[src/rtl/axi_grid_port_arb_if.sv]
// Flit and handshake bundle shared by the competing sources, the output-port
// arbiter and the downstream hop of one AXI-grid channel.
interface axi_grid_port_arb_if #(
  parameter int NUM_IN    = 4,
  parameter int ID_W      = 8,
  parameter int PAYLOAD_W = 64
);
  localparam int SRC_W = $clog2(NUM_IN);

  logic [NUM_IN*ID_W-1:0]      in_did_i;
  logic [NUM_IN*ID_W-1:0]      in_sid_i;
  logic [NUM_IN*PAYLOAD_W-1:0] in_chan_i;
  logic [NUM_IN-1:0]           in_last_i;
  logic [NUM_IN-1:0]           in_valid_i;
  logic [NUM_IN-1:0]           in_ready_o;
  logic [ID_W-1:0]             out_did_o;
  logic [ID_W-1:0]             out_sid_o;
  logic [PAYLOAD_W-1:0]        out_chan_o;
  logic                        out_last_o;
  logic [SRC_W-1:0]            out_src_o;
  logic                        out_valid_o;
  logic                        out_ready_i;

  // Sources plus downstream hop: drive flits in and ready back.
  modport master (
    output in_did_i, in_sid_i, in_chan_i, in_last_i, in_valid_i, out_ready_i,
    input  in_ready_o, out_did_o, out_sid_o, out_chan_o, out_last_o,
           out_src_o, out_valid_o
  );

  // The arbiter itself.
  modport slave (
    input  in_did_i, in_sid_i, in_chan_i, in_last_i, in_valid_i, out_ready_i,
    output in_ready_o, out_did_o, out_sid_o, out_chan_o, out_last_o,
           out_src_o, out_valid_o
  );
endinterface

[src/rtl/axi_grid_port_arb.sv]
// Round-robin output-port arbiter for one AXI-grid channel. Picks one source
// per beat into a registered output flit and, when LOCK_ON_LAST is set, keeps
// the grant on a source until its last beat so bursts never interleave.
module axi_grid_port_arb #(
  parameter int NUM_IN       = 4,
  parameter int ID_W         = 8,
  parameter int PAYLOAD_W    = 64,
  parameter int LOCK_ON_LAST = 1
) (
  input logic                clk_i,
  input logic                srst_i,
  axi_grid_port_arb_if.slave bus
);
  localparam int SRC_W = $clog2(NUM_IN);

  typedef enum logic {IDLE, LOCKED} state_t;

  state_t               state_q, state_d;
  logic [SRC_W-1:0]     ptr_q, ptr_d;
  logic [SRC_W-1:0]     lock_idx_q, lock_idx_d;
  logic [SRC_W-1:0]     grant, scan_idx;
  logic                 grant_vld, slot_free, accept;
  logic [NUM_IN-1:0]    in_ready;

  logic [ID_W-1:0]      sel_did, sel_sid;
  logic [PAYLOAD_W-1:0] sel_chan;
  logic                 sel_last;

  logic                 out_valid_q, out_last_q;
  logic [ID_W-1:0]      out_did_q, out_sid_q;
  logic [PAYLOAD_W-1:0] out_chan_q;
  logic [SRC_W-1:0]     out_src_q;

  function automatic logic [SRC_W-1:0] next_idx(input logic [SRC_W-1:0] idx);
    return (idx == SRC_W'(NUM_IN - 1)) ? '0 : idx + SRC_W'(1);
  endfunction

  // Grant selection: locked owner only, otherwise first valid source from ptr upward.
  always_comb begin
    grant     = ptr_q;
    grant_vld = 1'b0;
    scan_idx  = ptr_q;
    if (state_q == LOCKED) begin
      grant     = lock_idx_q;
      grant_vld = bus.in_valid_i[lock_idx_q];
    end else begin
      for (int i = NUM_IN - 1; i >= 0; i--) begin
        scan_idx = SRC_W'((int'(ptr_q) + i) % NUM_IN);
        if (bus.in_valid_i[scan_idx]) begin
          grant     = scan_idx;
          grant_vld = 1'b1;
        end
      end
    end
  end

  // Route the granted source's flit fields to the output register input.
  always_comb begin
    sel_did  = '0;
    sel_sid  = '0;
    sel_chan = '0;
    sel_last = 1'b0;
    for (int k = 0; k < NUM_IN; k++) begin
      if (grant == SRC_W'(k)) begin
        sel_did  = bus.in_did_i[k*ID_W +: ID_W];
        sel_sid  = bus.in_sid_i[k*ID_W +: ID_W];
        sel_chan = bus.in_chan_i[k*PAYLOAD_W +: PAYLOAD_W];
        sel_last = bus.in_last_i[k];
      end
    end
  end

  assign slot_free = !out_valid_q || bus.out_ready_i;
  assign accept    = grant_vld && slot_free && !srst_i;

  // One-hot ready toward the granted source, only when its beat can be taken.
  always_comb begin
    in_ready = '0;
    if (accept) in_ready[grant] = 1'b1;
  end

  // Next-state logic: lock on a non-last beat, release and advance ptr on last.
  always_comb begin
    state_d    = state_q;
    ptr_d      = ptr_q;
    lock_idx_d = lock_idx_q;
    if (accept) begin
      case (state_q)
        IDLE: begin
          if (LOCK_ON_LAST != 0 && !sel_last) begin
            state_d    = LOCKED;
            lock_idx_d = grant;
          end else begin
            ptr_d = next_idx(grant);
          end
        end
        LOCKED: begin
          if (sel_last) begin
            state_d = IDLE;
            ptr_d   = next_idx(lock_idx_q);
          end
        end
        default: state_d = IDLE;
      endcase
    end
  end

  // Arbitration state register; reset drops any lock held mid-burst.
  always_ff @(posedge clk_i) begin
    if (srst_i) begin
      state_q    <= IDLE;
      ptr_q      <= '0;
      lock_idx_q <= '0;
    end else begin
      state_q    <= state_d;
      ptr_q      <= ptr_d;
      lock_idx_q <= lock_idx_d;
    end
  end

  // Output flit register: load on accept (even while draining), else clear valid on drain.
  always_ff @(posedge clk_i) begin
    if (srst_i) begin
      out_valid_q <= 1'b0;
      out_did_q   <= '0;
      out_sid_q   <= '0;
      out_chan_q  <= '0;
      out_last_q  <= 1'b0;
      out_src_q   <= '0;
    end else if (accept) begin
      out_valid_q <= 1'b1;
      out_did_q   <= sel_did;
      out_sid_q   <= sel_sid;
      out_chan_q  <= sel_chan;
      out_last_q  <= sel_last;
      out_src_q   <= grant;
    end else if (bus.out_ready_i) begin
      out_valid_q <= 1'b0;
    end
  end

  assign bus.in_ready_o  = in_ready;
  assign bus.out_valid_o = out_valid_q;
  assign bus.out_did_o   = out_did_q;
  assign bus.out_sid_o   = out_sid_q;
  assign bus.out_chan_o  = out_chan_q;
  assign bus.out_last_o  = out_last_q;
  assign bus.out_src_o   = out_src_q;
endmodule
[src/flat_wrapper.sv]
// flat-port wrapper written by rule: the top's interface ports become plain ports
module axi_grid_port_arb_flat 
#(
  parameter int NUM_IN       = 4,
  parameter int ID_W         = 8,
  parameter int PAYLOAD_W    = 64,
  parameter int LOCK_ON_LAST = 1
)
  (clk_i, srst_i, bus_in_did_i, bus_in_sid_i, bus_in_chan_i, bus_in_last_i, bus_in_valid_i, bus_out_ready_i, bus_in_ready_o, bus_out_did_o, bus_out_sid_o, bus_out_chan_o, bus_out_last_o, bus_out_src_o, bus_out_valid_o);
  axi_grid_port_arb_if #(.NUM_IN(NUM_IN), .ID_W(ID_W), .PAYLOAD_W(PAYLOAD_W)) bus_i ();
  input logic clk_i;
  input logic srst_i;
  input wire logic [$bits(bus_i.in_did_i)-1:0] bus_in_did_i;
  input wire logic [$bits(bus_i.in_sid_i)-1:0] bus_in_sid_i;
  input wire logic [$bits(bus_i.in_chan_i)-1:0] bus_in_chan_i;
  input wire logic [$bits(bus_i.in_last_i)-1:0] bus_in_last_i;
  input wire logic [$bits(bus_i.in_valid_i)-1:0] bus_in_valid_i;
  input wire logic [$bits(bus_i.out_ready_i)-1:0] bus_out_ready_i;
  output wire logic [$bits(bus_i.in_ready_o)-1:0] bus_in_ready_o;
  output wire logic [$bits(bus_i.out_did_o)-1:0] bus_out_did_o;
  output wire logic [$bits(bus_i.out_sid_o)-1:0] bus_out_sid_o;
  output wire logic [$bits(bus_i.out_chan_o)-1:0] bus_out_chan_o;
  output wire logic [$bits(bus_i.out_last_o)-1:0] bus_out_last_o;
  output wire logic [$bits(bus_i.out_src_o)-1:0] bus_out_src_o;
  output wire logic [$bits(bus_i.out_valid_o)-1:0] bus_out_valid_o;
  assign bus_i.in_did_i = bus_in_did_i;
  assign bus_i.in_sid_i = bus_in_sid_i;
  assign bus_i.in_chan_i = bus_in_chan_i;
  assign bus_i.in_last_i = bus_in_last_i;
  assign bus_i.in_valid_i = bus_in_valid_i;
  assign bus_i.out_ready_i = bus_out_ready_i;
  assign bus_in_ready_o = bus_i.in_ready_o;
  assign bus_out_did_o = bus_i.out_did_o;
  assign bus_out_sid_o = bus_i.out_sid_o;
  assign bus_out_chan_o = bus_i.out_chan_o;
  assign bus_out_last_o = bus_i.out_last_o;
  assign bus_out_src_o = bus_i.out_src_o;
  assign bus_out_valid_o = bus_i.out_valid_o;
  axi_grid_port_arb #(.NUM_IN(NUM_IN), .ID_W(ID_W), .PAYLOAD_W(PAYLOAD_W), .LOCK_ON_LAST(LOCK_ON_LAST)) u_core (.clk_i(clk_i), .srst_i(srst_i), .bus(bus_i));
endmodule
[config.mk]
export PLATFORM = sky130hd
export DESIGN_NAME = axi_grid_port_arb_flat
export DESIGN_NICKNAME = d
export VERILOG_FILES = /design/src/rtl/axi_grid_port_arb_if.sv /design/src/rtl/axi_grid_port_arb.sv /design/src/flat_wrapper.sv
export SDC_FILE = /design/constraint.sdc
export NUM_CORES = 1
export LEC_CHECK = 0
export ABC_AREA = 1
export CAP_MARGIN = 20
export CORE_AREA = 8 8 158 160
export DETAILED_ROUTE_END_ITERATION = 16
export DIE_AREA = 0 0 166 168
export GPL_TIMING_DRIVEN = 0
export MAX_ROUTING_LAYER = met4
export PLACE_DENSITY = 0.62
export SETUP_SLACK_MARGIN = 0.02
export SLEW_MARGIN = 20
export SYNTH_ARGS = -nofsm -noshare
export SYNTH_HDL_FRONTEND = slang
export SYNTH_SLANG_ARGS = --single-unit
export TNS_END_PERCENT = 5
[constraint.sdc]
create_clock -name clk_i -period 3.2 [get_ports clk_i]
set_clock_uncertainty 0.1 [all_clocks]
set_input_delay 0.32 -clock clk_i [delete_from_list [all_inputs] [get_ports clk_i]]
set_output_delay 0.32 -clock clk_i [all_outputs]
set_load 0.01 [all_outputs]
Yosys cells after proc, flatten, opt, wreduce, memory -nomap -nowiden
Index checks and enable logic that the tools add are counted.

storage, ports and cells
  bits in registers = 89
  input bits = 331
  output and inout bits = 88
  word-level logic and storage cells = 86

operators by class
  add/sub/neg operators = 5
  magnitude comparators = 7
  eq/ne operators = 6
  muxes and demuxes = 47
  bitwise operators = 2
  reductions and logical operators = 10

operators by type and width
  operator                                                           number
  2-to-1 mux 64 bit                                                  4
  2-to-1 mux 8 bit                                                   8
  < comparator 2 x 3 -> 1 bit, second input constant                 6
  2-to-1 mux 1 bit                                                   18
  2-to-1 mux 2 bit                                                   9
  binary-select mux 1 bit (select 2 bit)                             5
  adder 2 x 1 -> 2 bit, second input constant                        3
  equality test 2 bit, second input constant                         3
  AND reduction 3 bit                                                2
  adder 2 bit, second input constant                                 2
  2-to-1 mux 4 bit                                                   1
  one-hot mux 2 bit (2 select lines)                                 1
  logical AND 1 bit                                                  3
  demux 1 bit (select 2 bit)                                         1
  equality test 2 x 1 -> 1 bit, second input constant                1
  greater-or-equal comparator 2 x 1 -> 1 bit, second input constant  1
  logical NOT 1 bit                                                  2
  logical NOT 2 bit                                                  1
  inequality test 2 x 1 -> 1 bit, second input constant              1
  inequality test 2 bit, second input constant                       1
  NOT 1 bit                                                          2
  nonzero test 2 bit                                                 1
  logical OR 1 bit                                                   1

Longest topological paths before layout
Gate-level depths: netlist of the first run.

  word-level depth = 15
  mapped depth = 24
  gate-level depth less buffers = 24

Worst setup path after synthesis of the first run
OpenSTA, ideal clock, no wires.

  path kind = reg-to-reg
  start point = reg u_core.ptr_q[0]
  end point = reg u_core.out_chan_q[53], in the netlist u_core.bus.out_chan_o[53]
  arrival = 2504 ps
  required time = 3035 ps
  setup slack = 531 ps
  cell stages (with the launch flop) = 20
  buffers on the path = 2
  clock period less this slack = 2669 ps
  cell sequence = dfxtp_1 -> buf_4 -> nand2_1 -> o21ai_1 -> nand2_1 -> nand3_1 -> nand3_1 -> nand2_1 -> nand3_1 -> nand2_1 -> inv_1 -> ha_1 -> nor2_1 -> clkbuf_1 -> nand2_1 -> nand2_1 -> o21ai_0 -> o21ai_0 -> o21ai_0 -> nor2_1

on the way
  word-level cells in the longest chain between the ends = 13
  elaborated cells on any way between the ends = 31

RTL lines
  item                                    line                      source
  start, declared                         axi_grid_port_arb.sv:19   logic [SRC_W-1:0] ptr_q, ptr_d;
  start signal, assigned                  axi_grid_port_arb.sv:116  ptr_q <= ptr_d;
  adder 2 bit                             axi_grid_port_arb.sv:48   scan_idx = SRC_W'((int'(ptr_q) + i) % NUM_IN);
  binary-select mux 1 bit (select 2 bit)  axi_grid_port_arb.sv:49   if (bus.in_valid_i[scan_idx]) begin
  2-to-1 mux 1 bit (implied by the code)  axi_grid_port_arb.sv:49
  2-to-1 mux 2 bit (3 in a row)           axi_grid_port_arb.sv:49
  2-to-1 mux 2 bit *                      axi_grid_port_arb.sv:49
  2-to-1 mux 2 bit *                      axi_grid_port_arb.sv:43   if (state_q == LOCKED) begin
  net u_core.grant[0]                     axi_grid_port_arb.sv:21   logic [SRC_W-1:0] grant, scan_idx;
  logical NOT 2 bit                       axi_grid_port_arb.sv:64   if (grant == SRC_W'(k)) begin
  2-to-1 mux 64 bit (3 in a row)          axi_grid_port_arb.sv:64
  2-to-1 mux 64 bit *                     axi_grid_port_arb.sv:64
  end signal, assigned                    axi_grid_port_arb.sv:134  out_chan_q <= sel_chan;
  end, declared                           axi_grid_port_arb.sv:31   logic [PAYLOAD_W-1:0] out_chan_q;

The timed path passes the listed nets; every way through them passes the cells marked *. The select of a mux whose other input is x is not followed.
A chain may end at the register's enable or synchronous reset.

Final worst setup path of the first run
  start point = reg u_core.ptr_q[1]
  end point = reg u_core.out_chan_q[38], in the netlist u_core.bus.out_chan_o[38]

Same word-level chain as after synthesis.

==> impl_metrics.py, run 1 <==
metrics = {
    "floorplanning": {
        "num_rows": 55,
        "start_util_pct": 25.5,
        "ios": 419,
        "die_x_um": 166,
        "design.die.area_um2": 27900,
        "die_y_um": 168,
        "core_um2": 22400,
    },
    "global_routing": {
        "groute.usage.overall_pct": 25.1,
        "grt_pass1_vias": 8503,
        "grt_antenna_before_repair": 1,
        "grt_overflow": 0,
        "grt_max_degree": 16,
        "grt_pass1_wl_um": 52200,
    },
    "drt": {
        "vias_per_cell": 5.01,
        "initialDrtViolationCount": 517,
        "avgRoutedWirePerCell_um": 22.1,
        "vias": 8049,
        "drtPass1Iterations": 5,
        "routed_wl_um": 35500,
        "antenna_left": 0,
        "drc_errors": 0,
    },
    "timing": {
        "final_hold_viol_count": 0,
        "slew-limit-headroom_pct": 48.0,
        "fin_ws_ps": 171,
        "fin_crit_sh_pct": 94.6,
        "tightestPinTransition_ps": 781,
        "rsz0062_at_grt": "yes",
        "setup_viol": 0,
        "clock.fmax_mhz": 330,
        "fin_crit_ps": 3030,
        "slew_violations": 0,
    },
    "clock_tree": {
        "htree_levels": 3,
        "clk_latency_ps": 350,
        "hold_buffers": 0,
        "cts-root-buf": "clkbuf_16",
        "clkSinkCount": 89,
        "clkSlewWorstSetupHoldPaths_ps": 70,
        "cts_buffer_depth": 2,
        "tritoncts": "built",
        "numCtsBuffers": 9,
    },
    "placed_design": {
        "gp_congestion": 0.893,
        "place_inst": 1577,
        "postPlaceCellArea_um2": 10300,
        "hpwlAfterDp_um": 28700,
        "preCtsSetupSlack_ps": -1820,
        "io_buffers": 418,
    },
    "synth": {
        "synthXorXnorAreaFrac_pct": 0.285,
        "syn-cell-area_um2": 5710,
        "synth-seq-area-share_pct": 31.2,
        "synth.distinct_cells": 26,
        "synth_simple_gate_area_share_pct": 19.7,
        "synth_warnings": 0,
        "synth_mux_area_share_pct": 0.175,
        "synth_compound_area_share_pct": 39.4,
        "syn_inst": 873,
        "synthAdderAreaFrac_pct": 1.10,
        "ys_seq_elements": 89,
        "syn_avg_cell_area_um2": 6.54,
        "synth_top_family_by_area": "compound AO/OA/AOI/OAI gates",
        "synth_nets": 1209,
    },
    "worst_setup_path": {
        "slowest_delay_ps": 400,
        "slowest_stage": "dfxtp_4",
        "critPathBufInv": 5,
        "crit_arrival_ps": 3210,
        "start_kind": "flip-flop",
        "worst_setup_path_end_kind": "flip-flop",
        "crit_chain": "inv_1 -> nand2_1 -> nand2_1 -> nand2_1 -> nand3_1 -> o21ai_1 -> nand2_1 -> nand2_2 -> nand2_2 -> inv_1 -> ha_1 -> inv_1 -> nor2_4 -> buf_6 -> clkbuf_2 -> nand2_1 -> a211oi_1 -> a21oi_1 -> a21oi_1",
        "cp.required_ps": 3390,
        "path_depth": 19,
        "r2r_cells": 19,
        "critPathMaxFanout": 10,
        "worstSetupPathType": "flip-flop to flip-flop",
        "crit_path_frequent_cell": "nand2_1",
        "cp_top_family": "simple AND/OR/NAND/NOR gates",
    },
    "layout": {
        "fin_util_pct": 48.8,
        "fin_area_um2": 10900,
        "nNetsFinal": 1650,
        "area_growth_syn_to_layout_pct": 91.4,
        "layout-drive-gt1-share_pct": 9.70,
        "stdcell_count": 1605,
    },
    "power_and_ir_drop": {
        "total_power_uw": 11500,
        "powerDensity_nw_per_um2": 1050,
        "p_leak_uw": 0.00412,
        "ir_worst_vdd_mv": 0.422,
    },
    "run_status": {
        "status": "completed",
    },
    "worst_hold_path": {
        "hp-class": "flip-flop to flip-flop",
        "min_path_cells": 2,
    },
    "job": {
        "drv_cap": 0,
    },
}
worst register-to-register path: stages, from the launching register on:
cell and delay (ps):
dfxtp_4 400, inv_1 120, nand2_1 80, nand2_1 60, nand2_1 100, nand3_1 80
o21ai_1 150, nand2_1 90, nand2_2 90, nand2_2 80, inv_1 120, ha_1 160
inv_1 70, nor2_4 130, buf_6 160, clkbuf_2 280, nand2_1 100, a211oi_1 330
a21oi_1 100, a21oi_1 170
synth_stat cells (all sizes together):
cell	count	share of area, %
ha	5	1.1
a21oi	160	14
nor3	1	0.18
dfxtp	89	31
inv	24	1.6
a21boi	17	2.2
clkbuf	54	3.6
xnor2	1	0.29
a22oi	36	4.7
or2	19	2.1
mux2i	1	0.18
nand4	1	0.11
o21ai	123	11
buf	26	3.0
nor2	70	4.6
o211ai	19	2.5
a211oi	38	5.0
nand3	12	1.1
nand2	177	12
final cells by class:
type	count	area, um^2
buffer	80	497
tap	285	357
sequential	89	1790
inverter	24	100
fill	2277	11400
antenna	1	2.50
multi-input combinational	680	3540
clock inverter	6	91.3
timing repair buffer	430	4310
clock buffer	10	229
final timing paths:
kind / startpoint / end / slack [ps]
worst min register to register: u_core.bus.out_chan_o[7] / u_core.bus.out_chan_o[7] / 370
worst max register to register: u_core.ptr_q[1] / u_core.bus.out_chan_o[38] / 170
worst min-delay path: u_core.bus.out_chan_o[7] / u_core.bus.out_chan_o[7] / 370
worst max-delay path: u_core.ptr_q[1] / u_core.bus.out_chan_o[38] / 170
logic make-up after synthesis:
group / Yosys count
DFF: 89
buffers and inverters: 104
xor gates and xnor gates: 1
AOI/OAI and AO/OA: 393
adders and majority gates: 5
muxes: 1
and+or+nand+nor: 280
metrics by stage:
step / hold WS (ps) / TNS, ps
after floorplan: 289 / 0
after global placement: 353 / -95870
after detailed placement: 359 / -94460
after CTS: 369 / -106
after global routing: 381 / -135
final: 368 / 0
cell usage in the layout, fill, tap and decap left out, types with 3 or more instances in the layout:
cell type and instances:
a211oi_1 38, a21boi_0 16, a21oi_1 159, a22oi_1 34
buf_2 11, buf_4 15, buf_6 8, buf_8 4
clkbuf_1 28, clkbuf_16 10, clkbuf_2 19, clkbuf_8 4
clkdlybuf4s50_1 412, clkinvlp_4 3, dfxtp_1 87, ha_1 4
inv_1 17, inv_2 5, inv_6 3, nand2_1 171
nand2_2 6, nand3_1 11, nor2_1 68, o211ai_1 19
o21ai_0 58, o21ai_1 61, o21ai_2 3, or2_2 19
power breakdown:
group / total [uW] / switching, uW / leakage (uW) / internal [uW]
combinational: 8510 / 5000 / 0.00323 / 3520
sequential: 1800 / 254 / 0.000735 / 1550
clock: 1170 / 480 / 0.000145 / 688
total: 11500 / 5730 / 0.00412 / 5750
routing by layer:
| layer | part of all wire, % | routed length [um] | vias up | global-route usage, % |
|---|---|---|---|---|
| met2 | 48 | 17200 | 376 | 42.8 |
| met5 | 0 | 0 | - | - |
| met4 | 3.1 | 1090 | 0 | 9.41 |
| met1 | 40 | 14300 | 3689 | 28.0 |
| li1 | - | - | 3938 | - |
| met3 | 8.2 | 2920 | 46 | 6.59 |
what timing repair did:
item / 4_1_cts / 5_1_grt
endpoints found under the hold margin: 0 / 0
pin swaps: 1 / 3
endpoints found under the setup margin: 90 / 89
resized for setup: 56 / 62
setup buffers: 5 / 5
cloned: 0 / 1
registers in the layout, summed over array words and instances, names as in the netlist:
signal,count
u_core.state_q,1
u_core.bus.out_chan_o,64
u_core.bus.out_sid_o,8
u_core.bus.out_last_o,1
u_core.bus.out_valid_o,1
u_core.bus.out_did_o,8
u_core.lock_idx_q,2
u_core.bus.out_src_o,2
u_core.ptr_q,2
Note: power is estimated with default switching activity, not from simulation.
==> run 2, diff against run 1 <==
CORE_AREA = 8 8 157 159   (was 8 8 158 160)
DIE_AREA = 0 0 165 167   (was 0 0 166 168)
DONT_BUFFER_PORTS = 1   (was unset)
PLACE_DENSITY = 0.38   (was 0.62)
==> run 2 against run 1 <==
Setup slack better by 24 ps. Count of clock-buffer cells in the layout up 1. Critical path depth down 5. Die area down 1.2%. Largest power group unchanged.
==> impl_metrics.py, run 2 (synthesis results as in run 1) <==
metrics = {
    "drt": {
        "antenna_left": 0,
        "routed_wl_um": 32200,
        "avgRoutedWirePerCell_um": 27.4,
        "drc_errors": 0,
        "initialDrtViolationCount": 355,
        "vias_per_cell": 5.41,
        "vias": 6368,
        "drtPass1Iterations": 6,
    },
    "worst_setup_path": {
        "start_kind": "flip-flop",
        "worst-r2r-setup-slack_ps": 210,
        "worst_setup_path_end_kind": "primary output",
        "worstSetupPathType": "flip-flop to primary output",
        "crit_arrival_ps": 2580,
        "cp.required_ps": 2780,
        "critPathMaxFanout": 10,
    },
    "timing": {
        "rsz0062_at_grt": "yes",
        "tightestPinTransition_ps": 608,
        "tns_ps": 0,
        "slew_violations": 0,
        "fin_crit_ps": 3000,
        "slew-limit-headroom_pct": 59.5,
        "final_hold_viol_count": 0,
        "clock.fmax_mhz": 333,
        "setup_viol": 0,
        "fin_crit_sh_pct": 93.9,
    },
    "power_and_ir_drop": {
        "p_leak_uw": 0.00245,
        "total_power_uw": 10000,
        "ir_worst_vdd_mv": 0.471,
        "powerDensity_nw_per_um2": 1520,
    },
    "worst_hold_path": {
        "hp-class": "input pin to flip-flop",
    },
    "layout": {
        "nNetsFinal": 1223,
        "stdcell_count": 1176,
        "layout-drive-gt1-share_pct": 13.4,
        "final_common_cell": "nand2_1",
        "largest_reg_flops": 64,
        "fin_area_um2": 6590,
        "area_growth_syn_to_layout_pct": 15.5,
        "layout_common_cells": "174 x nand2_1, 159 x a21oi_1, 88 x dfxtp_1, 66 x nor2_1, 61 x o21ai_1",
    },
    "global_routing": {
        "grt_max_degree": 14,
        "grt_pass1_wl_um": 44800,
        "grt_antenna_before_repair": 1,
        "grt_overflow": 0,
        "grt_pass1_vias": 6689,
        "groute.usage.overall_pct": 22.7,
    },
    "run_status": {
        "status": "completed",
    },
    "floorplanning": {
        "num_rows": 55,
        "ios": 419,
        "die_y_um": 167,
        "die_x_um": 165,
        "design.die.area_um2": 27600,
        "core_um2": 22200,
        "start_util_pct": 25.7,
    },
    "clock_tree": {
        "clkSinkCount": 89,
        "htree_levels": 3,
        "cts-root-buf": "clkbuf_16",
        "numCtsBuffers": 9,
        "tritoncts": "built",
        "clk_latency_ps": 350,
        "clkSlewWorstSetupHoldPaths_ps": 70,
        "cts_buffer_depth": 2,
    },
    "placed_design": {
        "postPlaceCellArea_um2": 6070,
        "hpwlAfterDp_um": 26100,
        "place_inst": 1158,
        "io_buffers": 0,
        "gp_congestion": 0.832,
    },
    "job": {
        "drv_cap": 0,
    },
}
[run 2: cell types whose count changed in the layout (fill, tap and decap cells not counted), sizes merged, moves of 2 or more]
| cell | change |
|---|---|
| clkdlybuf4s50 | -412 |
| buf | -2 |
| clkbuf | -8 |
| dlygate4sd2 | -2 |
| dlymetal6s2s | -2 |
| clkinvlp | -3 |
[run 2: worst max-delay path: stages, from the launching register on]
cell	delay, ps
dfxtp_1	360
buf_4	190
nand2_1	60
o21ai_1	130
nand2_1	100
nand3_1	130
nand3_1	80
nand2_1	60
nand3_1	100
nand2_2	140
ha_1	160
buf_4	220
inv_4	120
clkbuf_4	210
nor2_2	180
[run 2: path summary, 6_finish.rpt]
path	start	cells past startpoint	end
max	u_core.ptr_q[0]	14	bus_in_ready_o[2]
min	srst_i	3	u_core.bus.out_src_o[1]
max reg2reg	u_core.ptr_q[0]	18	u_core.bus.out_chan_o[3]
min reg2reg	u_core.bus.out_did_o[6]	2	u_core.bus.out_did_o[6]
[run 2: area by class of cell]
type | count | area, um^2
Clock buffer | 11 | 253
Antenna cell | 1 | 2.50
Clock inverter | 3 | 65.1
Fill cell | 2574 | 15600
Inverter | 24 | 92.6
Multi-Input combinational cell | 680 | 3510
Sequential cell | 89 | 1780
Buffer | 80 | 494
Timing Repair Buffer | 3 | 37.5
Tap cell | 285 | 357
[run 2: layer usage]
metal  GRT usage (%)  wire (um)  vias to the layer above
met4            6.50        604                        0
li1                -          -                     3078
met2            39.5      16400                      307
met5               -          0                        -
met1            24.9      12500                     2958
met3            5.89       2670                       25
[run 2: metrics by stage]
step                setup slack (ps)  hold WS [ps]  util [%]
floorplan                        531           289         -
global route                   -72.7          46.9      29.7
CTS                             2.22          6.71      29.3
detailed placement             -1350           296      27.3
global placement               -1370           292      27.3
finish                           195          18.4      29.7
[run 2: power by group]
part	leakage [uW]	total [uW]	switching, uW	internal, uW
sequential	0.000734	2130	586	1550
combinational	0.00156	6710	4360	2350
clock	0.000157	1180	467	718
total	0.00245	10000	5420	4610
[run 2: repair_timing]
item,in CTS,in global routing
pin swaps,1,2
buffers inserted,2,0
resized for setup,59,58
hold endpoints to repair,2,0
setup endpoints to repair,89,88
hold buffers,1,0
==> run 3, diff against run 2 <==
CTS_BUF_LIST = sky130_fd_sc_hd__clkbuf_8   (was unset)
==> run 3 against run 2 <==
Flip-flop and latch count is the same. Routed wire length shrank 0.14%. Final cell count grew 0.17%. Die area is the same. First-iteration DRC count shrank 3.4%. Non-clock buffer count grew 2. Global-route usage is essentially flat. Sequential share of layout area grew 0.44 points. Critical endpoint unchanged. Largest power group unchanged.
==> impl_metrics.py, run 3 (synthesis results as in run 1) <==
metrics = {
    "clock_tree": {
        "cts-root-buf": "clkbuf_8",
        "htree_levels": 3,
        "tritoncts": "built",
        "numCtsBuffers": 9,
        "cts_buffer_depth": 2,
        "clkSinkCount": 89,
        "clk_latency_ps": 380,
        "clkSlewWorstSetupHoldPaths_ps": 100,
    },
    "timing": {
        "slew-limit-headroom_pct": 59.3,
        "setup_viol": 0,
        "slew_violations": 0,
        "tns_ps": 0,
        "final_hold_viol_count": 0,
        "tightestPinTransition_ps": 611,
        "hold_ws_ps": 38.2,
        "fin_ws_ps": 240,
        "fin_crit_sh_pct": 92.5,
        "rsz0062_at_grt": "yes",
        "clock.fmax_mhz": 338,
        "fin_crit_ps": 2960,
    },
    "power_and_ir_drop": {
        "ir_worst_vdd_mv": 0.436,
        "powerDensity_nw_per_um2": 1500,
        "p_leak_uw": 0.00241,
    },
    "drt": {
        "drtPass1Iterations": 7,
        "vias": 6398,
        "avgRoutedWirePerCell_um": 27.3,
        "vias_per_cell": 5.43,
        "routed_wl_um": 32200,
        "drc_errors": 0,
        "antenna_left": 0,
        "initialDrtViolationCount": 343,
    },
    "layout": {
        "layout-drive-gt1-share_pct": 13.3,
        "fin_area_um2": 6490,
        "nNetsFinal": 1225,
        "fin_util_pct": 29.2,
        "largest_reg_flops": 64,
        "final_common_cell": "nand2_1",
        "layout_common_cells": "173 x nand2_1, 159 x a21oi_1, 87 x dfxtp_1, 66 x nor2_1, 63 x o21ai_1",
        "area_growth_syn_to_layout_pct": 13.8,
        "nFillCells": 2579,
    },
    "worst_setup_path": {
        "start_kind": "flip-flop",
        "crit_end": "bus_in_ready_o[2]",
        "r2r_cells": 17,
        "worstSetupPathType": "flip-flop to primary output",
        "cp.required_ps": 2780,
        "cp-startpoint": "u_core.ptr_q[0]",
        "critPathMaxFanout": 10,
        "rr_endpoint": "u_core.bus.out_chan_o[3]",
        "crit_arrival_ps": 2540,
        "r2r-start": "u_core.ptr_q[0]",
        "worst_setup_path_end_kind": "primary output",
        "worst-r2r-setup-slack_ps": 250,
    },
    "job": {
        "drv_cap": 0,
    },
    "placed_design": {
        "hpwlAfterDp_um": 26100,
        "gp_congestion": 0.832,
        "io_buffers": 0,
        "postPlaceCellArea_um2": 6070,
        "preCtsSetupSlack_ps": -1350,
    },
    "worst_hold_path": {
        "hp-class": "input pin to flip-flop",
    },
    "floorplanning": {
        "design.die.area_um2": 27600,
        "num_rows": 55,
        "die_x_um": 165,
        "core_um2": 22200,
        "start_util_pct": 25.7,
        "die_y_um": 167,
        "ios": 419,
    },
    "global_routing": {
        "grt_max_degree": 14,
        "grt_overflow": 0,
        "grt_pass1_vias": 6665,
        "grt_pass1_wl_um": 44900,
        "groute.usage.overall_pct": 22.7,
        "grt_antenna_before_repair": 1,
    },
    "run_status": {
        "status": "completed",
    },
}
run 3: cell count changes in the layout (fill, tap and decap cells not counted), moves of 2 or more:
cell       delta
clkbuf_1      +3
buf_2         -2
o21ai_1       +2
clkbuf_2      +3
clkbuf_4      -2
clkbuf_16     -9
clkbuf_8      +9
run 3: stage by stage:
step,total power [uW],std cells
after floorplan,6170,873
after global placement,8550,1158
after detailed placement,8510,1158
after CTS,9770,1175
after global routing,10700,1178
final,9750,1178
run 3: area by class of cell:
cell class	count	area [um^2]	area share (%)
clock buffers	11	151	2.33
inverters	24	92.6	1.43
clock inverters	3	65.1	1.00
flip-flops and latches	89	1780	27.5
multi-input cells	680	3500	54.0
well taps	285	357	5.49
repair buffers	5	52.6	0.809
diodes	1	2.50	0.0385
plain buffers	80	484	7.46
run 3: worst min-delay path by stage:
stage,from,to,slack [ps],cells after the start
floorplan,srst_i,u_core.bus.out_last_o,290,1
global placement,srst_i,u_core.bus.out_last_o,290,1
detailed placement,srst_i,u_core.bus.out_last_o,300,1
CTS,bus_in_chan_i[196],u_core.bus.out_chan_o[4],20,2
global route,bus_in_chan_i[204],u_core.bus.out_chan_o[12],30,2
finish,bus_in_chan_i[216],u_core.bus.out_chan_o[24],40,2
run 3: metal layers:
metal	vias up	routed length (um)	track usage, %
met5	-	0	-
met4	0	289	3.76
met3	17	2760	6.07
met2	312	16700	40.2
met1	2989	12500	25.2
li1	3080	-	-
run 3: power breakdown:
| group | total [uW] | switching, uW | internal, uW | leakage, uW |
|---|---|---|---|---|
| registers | 2130 | 585 | 1540 | 0.000735 |
| logic | 6710 | 4370 | 2340 | 0.00156 |
| clock network | 912 | 438 | 474 | 0.000111 |
run 3: what timing repair did:
item / CTS / global route
setup buffers: 2 / 2
resized for setup: 57 / 47
pin swaps: 2 / 3
endpoints found under the hold margin: 3 / 0
setup endpoints to repair: 89 / 88
hold buffers: 1 / 0
run 3: critical path, stage by stage, from the launching register on:
cell      delay (ps)
dfxtp_2          350
buf_6            140
o21ai_1          210
nand2_1          100
nand3_1          130
nand3_1           80
nand2_1           60
nand3_1          100
nand2_2          140
ha_1             180
buf_6            180
inv_4            110
clkbuf_4         210
nor2_2           180
